===== src/rtl/mem_access_ctrl.sv =====
`default_nettype none
// ============================================================================
// Module   : mem_access_ctrl
// Brief    : Four-state SRAM access sequencer (IDLE/SETUP/ACCESS/DONE) with a
//            programmable strobe length; optional I/O map of address 0xFFFF
//            to switches / hex display, enabled by macro MEM_IO_MAP_EN.
// Revision : 1.0 - initial release
// ============================================================================
module mem_access_ctrl #(
    parameter int WAIT_CYCLES = 2
) (
    input  logic        Clk,
    input  logic        Reset,
    input  logic        Req,
    input  logic        WE,
    input  logic [15:0] ADDR,
    input  logic [15:0] WDATA,
    output logic [15:0] RDATA,
    output logic        Ready,
    output logic        Busy,
    output logic [19:0] SRAM_ADDR,
    output logic        SRAM_CE_N,
    output logic        SRAM_OE_N,
    output logic        SRAM_WE_N,
    output logic [15:0] SRAM_DQ_OUT,
    output logic        SRAM_DQ_OE,
    input  logic [15:0] SRAM_DQ_IN,
    input  logic [15:0] SW,
    output logic [15:0] HEX_DATA
);

    typedef enum logic [1:0] {
        S_IDLE   = 2'd0,
        S_SETUP  = 2'd1,
        S_ACCESS = 2'd2,
        S_DONE   = 2'd3
    } state_t;

    localparam logic [3:0] c_CNT_LOAD = 4'(WAIT_CYCLES - 1);

    state_t      r_state;
    state_t      w_next;
    logic [15:0] r_addr;
    logic [15:0] r_wdata;
    logic        r_we;
    logic        r_io;
    logic [3:0]  r_cnt;
    logic [15:0] r_rdata;
    logic        w_is_io;
    logic        w_last;

`ifdef MEM_IO_MAP_EN
    assign w_is_io = (ADDR == 16'hFFFF);
`else
    assign w_is_io = 1'b0;
`endif

    assign w_last = (r_state == S_ACCESS) && (r_cnt == 4'd0);

    always_ff @(posedge Clk or posedge Reset) begin
        if (Reset) begin
            r_state <= S_IDLE;
        end else begin
            r_state <= w_next;
        end
    end

    always_ff @(posedge Clk or posedge Reset) begin
        if (Reset) begin
            r_addr  <= 16'h0;
            r_wdata <= 16'h0;
            r_we    <= 1'b0;
            r_io    <= 1'b0;
            r_cnt   <= 4'd0;
            r_rdata <= 16'h0;
        end else begin
            // Transaction fields are frozen at acceptance; later ADDR/WDATA are ignored
            if (r_state == S_IDLE && Req) begin
                r_addr  <= ADDR;
                r_wdata <= WDATA;
                r_we    <= WE;
                r_io    <= w_is_io;
            end
            if (r_state == S_SETUP) begin
                r_cnt <= c_CNT_LOAD;
            end else if (r_state == S_ACCESS && r_cnt != 4'd0) begin
                r_cnt <= r_cnt - 4'd1;
            end
            if (w_last && !r_we) begin
                r_rdata <= r_io ? SW : SRAM_DQ_IN;
            end
        end
    end

`ifdef MEM_IO_MAP_EN
    logic [15:0] r_hex;

    always_ff @(posedge Clk or posedge Reset) begin
        if (Reset) begin
            r_hex <= 16'h0;
        end else if (r_state == S_DONE && r_we && r_io) begin
            r_hex <= r_wdata;
        end
    end

    assign HEX_DATA = r_hex;
`else
    logic w_unused_sw;

    assign w_unused_sw = ^SW;
    assign HEX_DATA    = 16'h0;
`endif

    // Strobes decode from state so an asynchronous reset releases them at once
    always_comb begin
        w_next     = r_state;
        SRAM_CE_N  = 1'b1;
        SRAM_OE_N  = 1'b1;
        SRAM_WE_N  = 1'b1;
        SRAM_DQ_OE = 1'b0;
        Ready      = 1'b0;
        Busy       = (r_state != S_IDLE);
        case (r_state)
            S_IDLE: begin
                if (Req) begin
                    w_next = S_SETUP;
                end
            end
            S_SETUP: begin
                SRAM_CE_N  = r_io;
                SRAM_DQ_OE = r_we & ~r_io;
                w_next     = S_ACCESS;
            end
            S_ACCESS: begin
                SRAM_CE_N  = r_io;
                SRAM_OE_N  = r_we | r_io;
                SRAM_WE_N  = ~r_we | r_io;
                SRAM_DQ_OE = r_we & ~r_io;
                if (r_cnt == 4'd0) begin
                    w_next = S_DONE;
                end
            end
            S_DONE: begin
                SRAM_DQ_OE = r_we & ~r_io;
                Ready      = 1'b1;
                w_next     = S_IDLE;
            end
            default: begin
                w_next = S_IDLE;
            end
        endcase
    end

    assign SRAM_ADDR   = {4'h0, r_addr};
    assign SRAM_DQ_OUT = r_wdata;
    assign RDATA       = r_rdata;

endmodule
`default_nettype wire


===== config.mk =====
export PLATFORM = sky130hd
export DESIGN_NAME = mem_access_ctrl
export DESIGN_NICKNAME = d
export VERILOG_FILES = /design/src/rtl/mem_access_ctrl.sv
export SDC_FILE = /design/constraint.sdc
export NUM_CORES = 1
export LEC_CHECK = 0
export CAP_MARGIN = 20
export CORE_MARGIN = 2
export CORE_UTILIZATION = 34
export DETAILED_ROUTE_END_ITERATION = 16
export GPL_ROUTABILITY_DRIVEN = 0
export MAX_ROUTING_LAYER = met4
export PLACE_DENSITY = 0.87
export SLEW_MARGIN = 40
export SYNTH_ARGS = -nofsm -noshare
export SYNTH_HDL_FRONTEND = slang
export SYNTH_SLANG_ARGS = --single-unit

===== constraint.sdc =====
create_clock -name Clk -period 2.1 [get_ports Clk]
set_clock_uncertainty 0.15 [all_clocks]
set_input_delay 0.42 -clock Clk [delete_from_list [all_inputs] [get_ports Clk]]
set_output_delay 0.42 -clock Clk [all_outputs]
set_load 0.05 [all_outputs]

Word-level counts from Yosys, hierarchy flattened
Index checks and enable logic that the tools add are counted.
{ "classes": {"n_shift": 0, "add_sub_neg": 1, "n_eq_ne": 5, "n_div": 0, "n_lt_le_gt_ge": 0, "n_mul": 0, "bitwise_logic": 1, "n_reduce_logical": 13, "n_mux": 10} }
{ "op_table": {"columns": ["operator", "n"], "rows": [
  ["$mux 4", 2],
  ["$pmux 2 s4", 1],
  ["$mux 1", 5],
  ["$eq 2x2->1 const B", 2],
  ["$logic_and 1x1->1", 4],
  ["$logic_not 4->1", 1],
  ["$mux 2", 2],
  ["$reduce_bool 2->1", 2],
  ["$reduce_bool 4->1", 1],
  ["$sub 4x1->4 const B", 1],
  ["$reduce_or 3->1", 1],
  ["$eq 2x1->1 const B", 1],
  ["$logic_not 2->1", 1],
  ["$ne 2x1->1 const B", 1],
  ["$ne 2x2->1 const B", 1],
  ["$reduce_and 2->1", 1],
  ["$reduce_or 2->1", 1],
  ["$logic_not 1->1", 1],
  ["$not 1->1", 1]
]} }
{ "word_totals": {"ff_bits": 55, "output_inout_bits": 74, "rom_bits": 0, "inputBits": 68, "ramBits": 0, "memories": 0, "latch_bits": 0} }

Logic depth before layout (Yosys ltp)
{ "logic_depth": {"word_depth": 4, "depth_mapped": 8} }

Worst setup path after synthesis
OpenSTA, ideal clock, no wires.
{ "synth_timing": {"kind": "reg2reg", "start": "register r_state[0]", "end": "register r_rdata[0], in the netlist RDATA[0]", "required_time_ns": 1.825, "n_path_buf": 3, "setup_slack_ns": -0.172, "stages_incl_launch_ff": 9, "period_less_slack_ns": 2.272, "setup_time_ns": 0.125, "arrival_time_ns": 1.997, "path_cell_list": "dfrtp_1 > inv_1 > ha_1 > buf_2 > nand2b_1 > or2_1 > buf_6 > buf_12 > mux2_4"} }
{ "synth_between": {"elab_chain_len": 3} }
{ "synth_lines": {"columns": ["element", "line", "source"], "rows": [
  ["start: declaration", "41", "state_t r_state;"],
  ["start signal: assignment", "64", "r_state <= w_next;"],
  ["$eq 2x2->1", "58", "assign w_last = (r_state == S_ACCESS) && (r_cnt == 4'd0);"],
  ["$logic_and 1x1->1", "58", null],
  ["$logic_and 1x1->1", "89", "if (w_last && !r_we) begin"],
  ["end signal: assignment", "90", "r_rdata <= r_io ? SW : SRAM_DQ_IN;"],
  ["end: declaration", "48", "logic [15:0] r_rdata;"]
]} }
No other way between the ends.
A chain may end at the register's enable or synchronous reset.

Worst setup path in the final report
{ "layout_timing": {"start": "register r_cnt[1]", "end": "register r_rdata[9], in the netlist RDATA[9]"} }
{ "layout_between": {"elab_chain_len": 3} }
{ "layout_lines": {"columns": ["element", "line", "source"], "rows": [
  ["start: declaration", "47", "logic [3:0] r_cnt;"],
  ["start signal: assignment", "85", "r_cnt <= c_CNT_LOAD;"],
  ["start signal: assignment", "87", "r_cnt <= r_cnt - 4'd1;"],
  ["$logic_not 4->1", "58", null],
  ["$logic_and 1x1->1", "58", null],
  ["$logic_and 1x1->1", "89", null]
]} }
No other way between the ends.

==> results.toml <==
[floorplanning]
start_util = 0.355
die_y_microns = 88.6
die_area_sq_um = 7860
die_w_microns = 88.6
ios = 142
core.rowCount = 30
core_area_sq_um = 6870

[worst_hold_path]
hp-class = "input port to async pin"

[clock_tree]
cts_inserted_buffers = 5
hold_buffers = 0
insertion_delay_ns = 0.30
clkTransAtPathRegs_ns = 0.10
h-tree-depth = 2
cts_root_buf = "clkbuf_8"
cts_tree = "done"
clk_path_buf_depth = 2
cts.sinks = 55

[sta]
timing.hold.ws_ns = 0.318
finalHoldViolations = 0
period_needed_ns = 2.05
finalMaxSlewViolations = 0
max_freq_mhz = 487
timing.slew.headroom = 0.650
finalSetupViolCount = 0
setup_tns_ns = 0
fin_ws_ns = 0.0477
tightest_slew_ns = 0.524
fin_crit_sh = 0.977

[finish]
layout_commonest_cell = "clkdlybuf4s50_1"
stdcell_area_sq_um = 3770
syn2layout_area_growth_pct = 54.9
drive_gt1_frac = 0.288
diodes = 0
stdcell_count = 377
layout_common_cells = "clkdlybuf4s50_1 (71), dfrtp_1 (55), mux2_2 (39)"
nets = 356

[global_routing]
antenna_found_initial = 0
grt_max_degree = 56
grtUsageTotal = 0.140
grt_pass1_vias = 1771
grt_pass1_wl_microns = 8090
grt_overflow_total = 0

[placed_design]
dpl_cell_area_sq_um = 3600
dp_cells = 368
port_buffers = 105
post-dp-hpwl_microns = 3910
post-place-ws_ns = 0.00232

[synthesis]
synth_area_sq_um = 2440
yosysWarnings = 0
ys_seq_area_frac = 0.565
synth_seq_cells = 55
yosys.area.top_type_share = 0.565
synth-edff-count = 0
ys_types = 25
synth_area_leader_cell = "dfrtp_1"
synthCells = 169
synth-main-ff-cell = "dfrtp_1"
synth.area.top_cells = "dfrtp_1 (56%), mux2_2 (18%), buf_4 (6.2%)"
syn_avg_cell_area_sq_um = 14.4
async_reset_ff_frac = 1.00

[power]
leakage_uw = 0.00189
p_per_area_nw_per_um2 = 1870
ir_worst_vdd_uv = 973

[routing]
vias = 1643
via_per_inst = 4.36
ant_nets = 0
wire_per_inst_microns = 13.8
drt_iter0_drc = 36
wirelength_microns = 5210
drc = 0
dr.pass1.iters = 4

[run]
maxCapViolations = 0

[worst_setup_path]
path_max_fanout = 16
criticalPathCategory = "register to register"
crit_path_start_kind = "register"
cp.required_ns = 2.15
worst_setup_path_end_kind = "register"
crit_arrival_ns = 2.10

[run_status]
status = "completed"
[report_power, final]
part	total (uW)	leakage, uW	internal [uW]	switching (uW)
sequential	1890	0.000650	1600	290
clock	607	0.0000477	266	341
combinational	4560	0.00119	1800	2760
total	7050	0.00189	3660	3390
[worst max-delay path, cell delays in order (launching register included)]
cell and delay, ns:
dfrtp_1 0.41, inv_1 0.09, ha_2 0.19, or3b_4 0.38
or2_1 0.27, buf_12 0.17, mux2_4 0.30
[timing repair]
item / in CTS / in global routing
gates resized for setup: 0 / 27
setup buffers: 1 / 1
hold endpoints to repair: 0 / 0
endpoints found under the setup margin: 2 / 36
[worst paths after layout]
kind,from,to,slack (ns),cells after the start
min,Reset,r_we$_DFFE_PP0P_,0.32,3
max,r_cnt[1]$_DFFE_PP0P_,RDATA[9]$_DFFE_PP0P_,0.05,6
max in group asynchronous,Reset,RDATA[13]$_DFFE_PP0P_,1.22,3
max reg2reg,r_cnt[1]$_DFFE_PP0P_,RDATA[9]$_DFFE_PP0P_,0.05,6
min reg2reg,SRAM_DQ_OUT[5]$_DFFE_PP0P_,SRAM_DQ_OUT[5]$_DFFE_PP0P_,0.36,1
min in group Clk,SRAM_DQ_OUT[5]$_DFFE_PP0P_,SRAM_DQ_OUT[5]$_DFFE_PP0P_,0.36,1
[metrics by stage]
| step | utilization | total power, uW |
|---|---|---|
| global route | 0.549 | 7420 |
| finish | 0.549 | 7050 |
| CTS | 0.539 | 7160 |
| global placement | 0.524 | 6390 |
| detailed placement | 0.524 | 6510 |
| floorplan | - | 4920 |
[layer usage]
layer  up-vias  GRT usage  part of all wire
met5         -          -                 0
met4         0     0.0331            0.0092
met3         5     0.0476             0.076
met2        81      0.253              0.54
met1       804      0.146              0.37
li1        753          -                 -
[cell type report]
class / count / area [sq um]
clock inverters: 1 / 8.76
repair buffers: 112 / 1240
fillers: 576 / 3100
flip-flops and latches: 55 / 1380
multi-input cells: 99 / 916
well taps: 96 / 120
clock buffers: 6 / 82.6
inverters: 8 / 30.0
[sequential cells by signal, summed over array words and instances, names as in the netlist]
signal / count
r_state: 2
r_cnt: 4
r_addr: 16
SRAM_DQ_OUT: 16
r_we: 1
RDATA: 16
[cells in the mapped netlist, types with 2 or more instances]
| cell type | n |
|---|---|
| nor2_1 | 2 |
| buf_1 | 3 |
| mux2_2 | 39 |
| inv_1 | 8 |
| a21oi_1 | 4 |
| mux2i_1 | 2 |
| nor2b_1 | 2 |
| ha_1 | 7 |
| buf_4 | 20 |
| mux2_4 | 10 |
| nand2_1 | 4 |
| dfrtp_1 | 55 |
[cells by family (layout without fill, tap and decap cells)]
logic type      count (synthesis)  in the layout  synth area share
simple gates                   13             13            0.0308
other cells                     1             20           0.00154
mux                            51             51             0.250
flops                          55             55             0.565
fa+ha+maj                       7              7            0.0360
compound gates                  8              8            0.0231
buf+inv                        34            127            0.0935
No activity file was read; power rests on OpenSTA's default activity.
